--- config.mk ---
export PLATFORM = sky130hd
export DESIGN_NAME = slot_spin_controller
export DESIGN_NICKNAME = d
export VERILOG_FILES = /design/src/rtl/slot_spin_controller.sv
export SDC_FILE = /design/constraint.sdc
export NUM_CORES = 1
export LEC_CHECK = 0
export CORE_MARGIN = 2
export CORE_UTILIZATION = 53
export DETAILED_ROUTE_END_ITERATION = 10
export GPL_TIMING_DRIVEN = 0
export PLACE_DENSITY = 0.92
export SLEW_MARGIN = 40
export SYNTH_ARGS = -nofsm -noshare
export SYNTH_HDL_FRONTEND = slang
export SYNTH_SLANG_ARGS = --single-unit
--- constraint.sdc ---
create_clock -name clk -period 2.5 [get_ports clk]
set_clock_uncertainty 0.1 [all_clocks]
set_input_delay 0.375 -clock clk [delete_from_list [all_inputs] [get_ports clk]]
set_output_delay 0.375 -clock clk [all_outputs]
set_load 0.05 [all_outputs]
--- src/rtl/slot_spin_controller.sv ---
// slot_spin_controller
//
// Sequencing controller for the slot-machine datapath. Holds the three reel
// registers and the credit balance. A spin request deducts the wager and
// starts all reels; each tick advances every running reel by its own step
// (modulo NUM_SYMBOLS). Stop pulses freeze the reels in order 1, 2, 3. After
// the third stop the external evaluator's multiplier (computed from
// card_1..card_3) is sampled, and the payout bet * multiplier is added into
// a saturating credit register.
//
// Ports:
//   clk           system clock, rising-edge active
//   rst_n         synchronous active-low reset
//   spin          one-cycle request to start a spin
//   stop          one-cycle request to stop the next running reel
//   tick          reel advance strobe
//   bet           wager, sampled on an accepted spin
//   multiplier    evaluator result for the current cards
//   card_1..3     reel values
//   credits       current balance
//   busy          high whenever a spin is in progress
//   result_valid  one-cycle pulse when the payout is applied
//   last_payout   bet * multiplier of the most recent spin
//   reject        one-cycle pulse when a spin request is refused
module slot_spin_controller #(
  parameter int NUM_SYMBOLS  = 8,
  parameter int CREDIT_W     = 10,
  parameter int INIT_CREDITS = 100,
  parameter int STEP_1       = 1,
  parameter int STEP_2       = 3,
  parameter int STEP_3       = 5
) (
  input  logic                clk,
  input  logic                rst_n,
  input  logic                spin,
  input  logic                stop,
  input  logic                tick,
  input  logic [3:0]          bet,
  input  logic [2:0]          multiplier,
  output logic [2:0]          card_1,
  output logic [2:0]          card_2,
  output logic [2:0]          card_3,
  output logic [CREDIT_W-1:0] credits,
  output logic                busy,
  output logic                result_valid,
  output logic [6:0]          last_payout,
  output logic                reject
);

  localparam logic [2:0] IDLE = 3'd0;
  localparam logic [2:0] RUN3 = 3'd1;
  localparam logic [2:0] RUN2 = 3'd2;
  localparam logic [2:0] RUN1 = 3'd3;
  localparam logic [2:0] EVAL = 3'd4;
  localparam logic [2:0] PAY  = 3'd5;

  localparam logic [3:0] NSYM = 4'(NUM_SYMBOLS);
  localparam logic [3:0] S1   = 4'(STEP_1);
  localparam logic [3:0] S2   = 4'(STEP_2);
  localparam logic [3:0] S3   = 4'(STEP_3);

  localparam logic [CREDIT_W-1:0] CREDIT_MAX  = '1;
  localparam logic [CREDIT_W-1:0] CREDIT_INIT = CREDIT_W'(INIT_CREDITS);
  // Sum wide enough for credits plus a 7-bit payout without wrapping.
  localparam int SUM_W = ((CREDIT_W > 7) ? CREDIT_W : 7) + 1;

  logic [2:0] state;
  logic [3:0] bet_q;
  logic       accept;
  logic       adv_1;
  logic       adv_2;
  logic       adv_3;

  // Step is always < NUM_SYMBOLS, so one conditional subtract is enough.
  function automatic logic [2:0] reel_next(input logic [2:0] card,
                                           input logic [3:0] step);
    logic [3:0] sum;
    sum = {1'b0, card} + step;
    if (sum >= NSYM) sum = sum - NSYM;
    return sum[2:0];
  endfunction

  function automatic logic [CREDIT_W-1:0] sat_add(input logic [CREDIT_W-1:0] c,
                                                  input logic [6:0]          p);
    logic [SUM_W-1:0] sum;
    sum = SUM_W'(c) + SUM_W'(p);
    if (sum > SUM_W'(CREDIT_MAX)) return CREDIT_MAX;
    return sum[CREDIT_W-1:0];
  endfunction

  assign busy   = (state != IDLE);
  assign accept = (bet != 4'd0) && (credits >= CREDIT_W'(bet));

  // The reel being stopped in this cycle freezes at its pre-edge value even
  // if tick is also present; reels further down the line keep advancing.
  assign adv_1 = tick && (state == RUN3) && !stop;
  assign adv_2 = tick && ((state == RUN3) || ((state == RUN2) && !stop));
  assign adv_3 = tick && ((state == RUN3) || (state == RUN2) ||
                          ((state == RUN1) && !stop));

  always_ff @(posedge clk) begin
    if (!rst_n) begin
      state        <= IDLE;
      card_1       <= 3'd0;
      card_2       <= 3'd0;
      card_3       <= 3'd0;
      credits      <= CREDIT_INIT;
      bet_q        <= 4'd0;
      last_payout  <= 7'd0;
      result_valid <= 1'b0;
      reject       <= 1'b0;
    end else begin
      result_valid <= 1'b0;
      reject       <= 1'b0;

      if (adv_1) card_1 <= reel_next(card_1, S1);
      if (adv_2) card_2 <= reel_next(card_2, S2);
      if (adv_3) card_3 <= reel_next(card_3, S3);

      case (state)
        IDLE: begin
          if (spin) begin
            if (accept) begin
              credits <= credits - CREDIT_W'(bet);
              bet_q   <= bet;
              state   <= RUN3;
            end else begin
              reject  <= 1'b1;
            end
          end
        end
        RUN3: if (stop) state <= RUN2;
        RUN2: if (stop) state <= RUN1;
        RUN1: if (stop) state <= EVAL;
        // Cards have been stable since the third stop, so the evaluator's
        // multiplier is settled by this edge.
        EVAL: begin
          last_payout <= {3'b000, bet_q} * {4'b0000, multiplier};
          state       <= PAY;
        end
        PAY: begin
          credits      <= sat_add(credits, last_payout);
          result_valid <= 1'b1;
          state        <= IDLE;
        end
        default: state <= IDLE;
      endcase
    end
  end

endmodule

==> flow_summary.rst <==
.. list-table::
   :header-rows: 1

   * - Metric
     - Value
   * - Async set-reset flop share out of synthesis
     - 0%
   * - Worst EP arrival
     - 2.51 ns
   * - Syn_area_per_cell
     - just over 8 um^2
   * - H-tree level count
     - 2
   * - Global routing usage summed across all routing layers
     - 26.1%
   * - Cell accounting for the most synthesized area
     - sky130_fd_sc_hd__dfxtp_1
   * - Area share of the largest cell type after synthesis
     - between 20% and 30%
   * - Number of antenna violations at the first check in global routing
     - 0
   * - Max Fclk
     - a little over 0.4 GHz
   * - Post-route clock period utilization
     - 96.4%
   * - Row count
     - 24
   * - Netlist cell types
     - 56
   * - Antenna Nets Post-Route
     - 0
   * - Most common flop cell mapped by yosys
     - sky130_fd_sc_hd__dfxtp_1
   * - Critical path start-end classification
     - register to register
   * - Relative slew slack
     - 57.0%
   * - Tightest Pin Transition
     - 0.644 ns
   * - Iteration-0 DRC Markers
     - 210
   * - IR drop worst, VDD
     - 520 uV
   * - Post-route DRC violation count
     - 0
   * - CTS tree
     - done
   * - Routed len/inst
     - 16.4 um
   * - Max stage delay cell, worst path
     - sky130_fd_sc_hd__fa_1
   * - Switching Fraction
     - 44.6%
   * - Cell area after layout
     - 3120 um^2
   * - Pint
     - between 0.001 and 0.0015 W
   * - Final weighted congestion in routability-driven placement
     - just over 0.9
   * - Clk_lat worst skew
     - roughly 0.3 ns
   * - Total congestion overflow after global routing
     - 0
   * - Maximum buffer depth of the clock tree
     - 2
   * - Via count of the routed design
     - approximately 2,400
   * - Ratio of routed vias to standard cells
     - 6.10
   * - Buffers added on ports
     - 40
   * - Hold Slack
     - about 0.31 ns
   * - Maximum fanout count along the critical path
     - 5
   * - Stage delay of the slowest cell on the critical path
     - 0.40 ns
   * - Share of synthesized area occupied by flip-flops and latches
     - 28.9%
   * - Switching power total
     - between 0.001 and 0.0015 W
   * - Vert. Die Dim
     - roughly 72 um
   * - Drt pass-1 iters
     - 5
   * - Detail Placement HPWL
     - 4740 um
   * - Crit end category
     - register
   * - Cell chosen for the clock root
     - sky130_fd_sc_hd__clkbuf_8
   * - Final Util
     - 71.3%
   * - DIE WIDTH
     - 71.7 um
   * - Part of the power in registers
     - between 30 and 40%
   * - Number of violations of the max-capacitance limit
     - 0
   * - Flop and latch count out of synthesis
     - 35
   * - Cell area after technology mapping
     - 2430 um^2
   * - Leakage power total
     - 1.26 nW
   * - Pwr Density
     - between 700 and 800 nW/um^2
   * - Routed wire length
     - 6570 um
   * - Global-route wire length before repair
     - 10,600 um
   * - Ant diodes
     - 0
   * - Finish-stage setup viols
     - 0
   * - Initial Util
     - a little under three fifths
   * - Element type at the critical path start
     - register
   * - Top area cells in the synthesized netlist
     - sky130_fd_sc_hd__dfxtp_1, sky130_fd_sc_hd__ha_1, sky130_fd_sc_hd__a21oi_1
   * - Post-Syn Instances
     - 294
   * - Share of final-layout standard cells stronger than drive strength 1
     - 13.8%
   * - Final hold vios
     - 0
   * - Worst hold path type
     - primary input to register
   * - Cell breakdown of the critical path
     - ha_1 -> inv_1 -> fa_1 -> nand2b_1 -> a21o_1 -> a211o_1 -> nand2_2 -> nor2_1 -> o31ai_1
   * - Largest delay contributor family on the critical path
     - compound AO/OA/AOI/OAI gates
   * - Total nets after synthesis
     - 331
   * - Run status
     - completed
   * - Vias in the first global route
     - 2,315
   * - Placeable Area
     - 4380 um^2
   * - Yosys warns
     - 0
   * - Clock sinks
     - 35
   * - Area grow syn2layout
     - 28.8%
   * - Clock-pin slew reported for the worst setup and hold paths after clock tree synthesis
     - ~0.08 ns
   * - CTS buffer count
     - 5
   * - Critical Path RT
     - 2.60 ns
   * - Clk pwr share
     - 18.7%
   * - Area enclosed by the die boundary
     - around 5000 um^2
   * - Relative contribution of combinational cells to total power
     - 50.2%
   * - Clock period minus worst slack
     - 2.41 ns
   * - Placement Cell Area
     - 2900 um^2
   * - Number of nets in the layout
     - 384
   * - Largest net degree at the start of global routing
     - 14
   * - Slew Limit Fails
     - 0
   * - Number of flops mapped to enable cells by yosys
     - 0
   * - Number of primary I/O pins
     - 41
   * - Buf+Inv Stages, Crit Path
     - 1
[final timing paths]
check,slack (ns),depth (start not counted),end,startpoint
setup / recovery,0.09,9,credits[4]$_SDFFE_PN0P_,last_payout[0]$_SDFFE_PN0N_
hold / removal,0.31,3,last_payout[0]$_SDFFE_PN0N_,multiplier[0]
setup reg to reg,0.09,9,credits[4]$_SDFFE_PN0P_,last_payout[0]$_SDFFE_PN0N_
hold reg to reg,0.38,2,last_payout[0]$_SDFFE_PN0N_,last_payout[0]$_SDFFE_PN0N_
[synthesized netlist by cell type, types with 2 or more instances]
cell and number:
sky130_fd_sc_hd__nand2_1 28, sky130_fd_sc_hd__mux2i_1 4, sky130_fd_sc_hd__xor2_1 5, sky130_fd_sc_hd__nor2_4 2, sky130_fd_sc_hd__and2_1 5, sky130_fd_sc_hd__a211oi_1 2
sky130_fd_sc_hd__o21ai_0 9, sky130_fd_sc_hd__nor2_1 32, sky130_fd_sc_hd__clkbuf_1 5, sky130_fd_sc_hd__o32ai_1 3, sky130_fd_sc_hd__inv_1 16, sky130_fd_sc_hd__or3_1 3
sky130_fd_sc_hd__ha_1 20, sky130_fd_sc_hd__nand2b_1 5, sky130_fd_sc_hd__inv_2 3, sky130_fd_sc_hd__nor3_1 5, sky130_fd_sc_hd__dfxtp_1 35, sky130_fd_sc_hd__o22ai_1 2
sky130_fd_sc_hd__nor4_1 4, sky130_fd_sc_hd__a21o_1 4, sky130_fd_sc_hd__a31oi_1 4, sky130_fd_sc_hd__a21oi_1 29, sky130_fd_sc_hd__nand3_1 9, sky130_fd_sc_hd__o21ai_1 6
sky130_fd_sc_hd__nor2b_1 5, sky130_fd_sc_hd__o21a_1 3, sky130_fd_sc_hd__fa_1 5, sky130_fd_sc_hd__nand4_1 4, sky130_fd_sc_hd__xnor2_1 10
[worst min-delay path, cell delays in order]
cell                             delay [ns]
sky130_fd_sc_hd__dlymetal6s2s_1        0.15
sky130_fd_sc_hd__nand3_1               0.09
sky130_fd_sc_hd__a21oi_1               0.06
[metal layers]
metal,vias up,global-route usage (%),part of all wire [%]
met2,113,43.6,48
li1,1159,-,-
met3,28,5.06,6.7
met1,1139,33.1,42
met5,-,0,0
met4,0,10.5,3.1
[stage by stage]
stage / worst slack [ns] / instances / TNS (ns) / power, W
floorplan: 0.0582 / 294 / 0 / 0.00150
global placement: -0.408 / 386 / -4.40 / 0.00176
detailed placement: -0.475 / 386 / -5.55 / 0.00179
CTS: -0.00229 / 396 / -0.00229 / 0.00228
global route: -0.00499 / 400 / -0.00499 / 0.00247
finish: 0.0912 / 400 / 0 / 0.00235
[cells by family after synthesis]
family | synth area share (%)
AND/OR/NAND/NOR | 23.2
AO/OA/AOI/OAI | 21.9
flip-flops | 28.9
buffers and inverters | 4.54
adder cells (fa/ha/maj) | 14.4
XOR/XNOR | 5.41
multiplexers | 1.65
[flip-flops by register name (all words and copies together) (netlist names)]
register	cells
bet_q	4
card_1	3
card_2	3
card_3	3
credits	10
last_payout	7
reject	1
result_valid	1
state	3
[cell usage in the layout (no fill, tap or decap), types with 4 or more instances in the layout]
| master | netlist | routed |
|---|---|---|
| sky130_fd_sc_hd__ha_1 | 20 | 18 |
| sky130_fd_sc_hd__nand4_1 | 4 | 4 |
| sky130_fd_sc_hd__o21ai_1 | 6 | 5 |
| sky130_fd_sc_hd__dfxtp_1 | 35 | 32 |
| sky130_fd_sc_hd__buf_4 | 0 | 6 |
| sky130_fd_sc_hd__nor2_1 | 32 | 32 |
| sky130_fd_sc_hd__a21oi_2 | 0 | 4 |
| sky130_fd_sc_hd__nand2b_1 | 5 | 5 |
| sky130_fd_sc_hd__dlymetal6s2s_1 | 0 | 6 |
| sky130_fd_sc_hd__nor3_1 | 5 | 4 |
| sky130_fd_sc_hd__clkdlybuf4s50_1 | 0 | 33 |
| sky130_fd_sc_hd__nor2b_1 | 5 | 5 |
| sky130_fd_sc_hd__and2_1 | 5 | 5 |
| sky130_fd_sc_hd__inv_2 | 3 | 5 |
| sky130_fd_sc_hd__o21ai_0 | 9 | 9 |
| sky130_fd_sc_hd__a21oi_1 | 29 | 25 |
| sky130_fd_sc_hd__clkbuf_8 | 0 | 5 |
| sky130_fd_sc_hd__nand2_1 | 28 | 27 |
| sky130_fd_sc_hd__inv_1 | 16 | 14 |
| sky130_fd_sc_hd__clkbuf_1 | 5 | 5 |
| sky130_fd_sc_hd__xnor2_1 | 10 | 10 |
| sky130_fd_sc_hd__a31oi_1 | 4 | 4 |
| sky130_fd_sc_hd__a21o_1 | 4 | 4 |
| sky130_fd_sc_hd__nand3_1 | 9 | 9 |
| sky130_fd_sc_hd__mux2i_1 | 4 | 4 |
| sky130_fd_sc_hd__xor2_1 | 5 | 5 |
[cell type report]
class	count	area, um^2
multi-input cells	232	1690
plain buffers	8	38.8
flip-flops and latches	35	704
inverters	19	71.3
fillers	324	1260
well taps	52	65.1
clock buffers	5	68.8
clock inverters	3	23.8
repair buffers	46	459
[power by group through the flow]
stage / logic [W] / clock network (W) / registers, W
floorplan: 0.000612 / 0 / 0.000889
global placement: 0.00103 / 0 / 0.000729
detailed placement: 0.00106 / 0 / 0.000733
CTS: 0.00111 / 0.000442 / 0.000724
global route: 0.00127 / 0.000467 / 0.000738
finish: 0.00118 / 0.000440 / 0.000730
[timing repair]
action	4_1_cts	5_1_grt
pin swaps	3	7
hold buffers	0	0
hold endpoints to repair	0	0
setup endpoints to repair	6	9
gates resized for setup	5	17
setup buffers	2	4
Note: power is estimated with default switching activity, not from simulation.
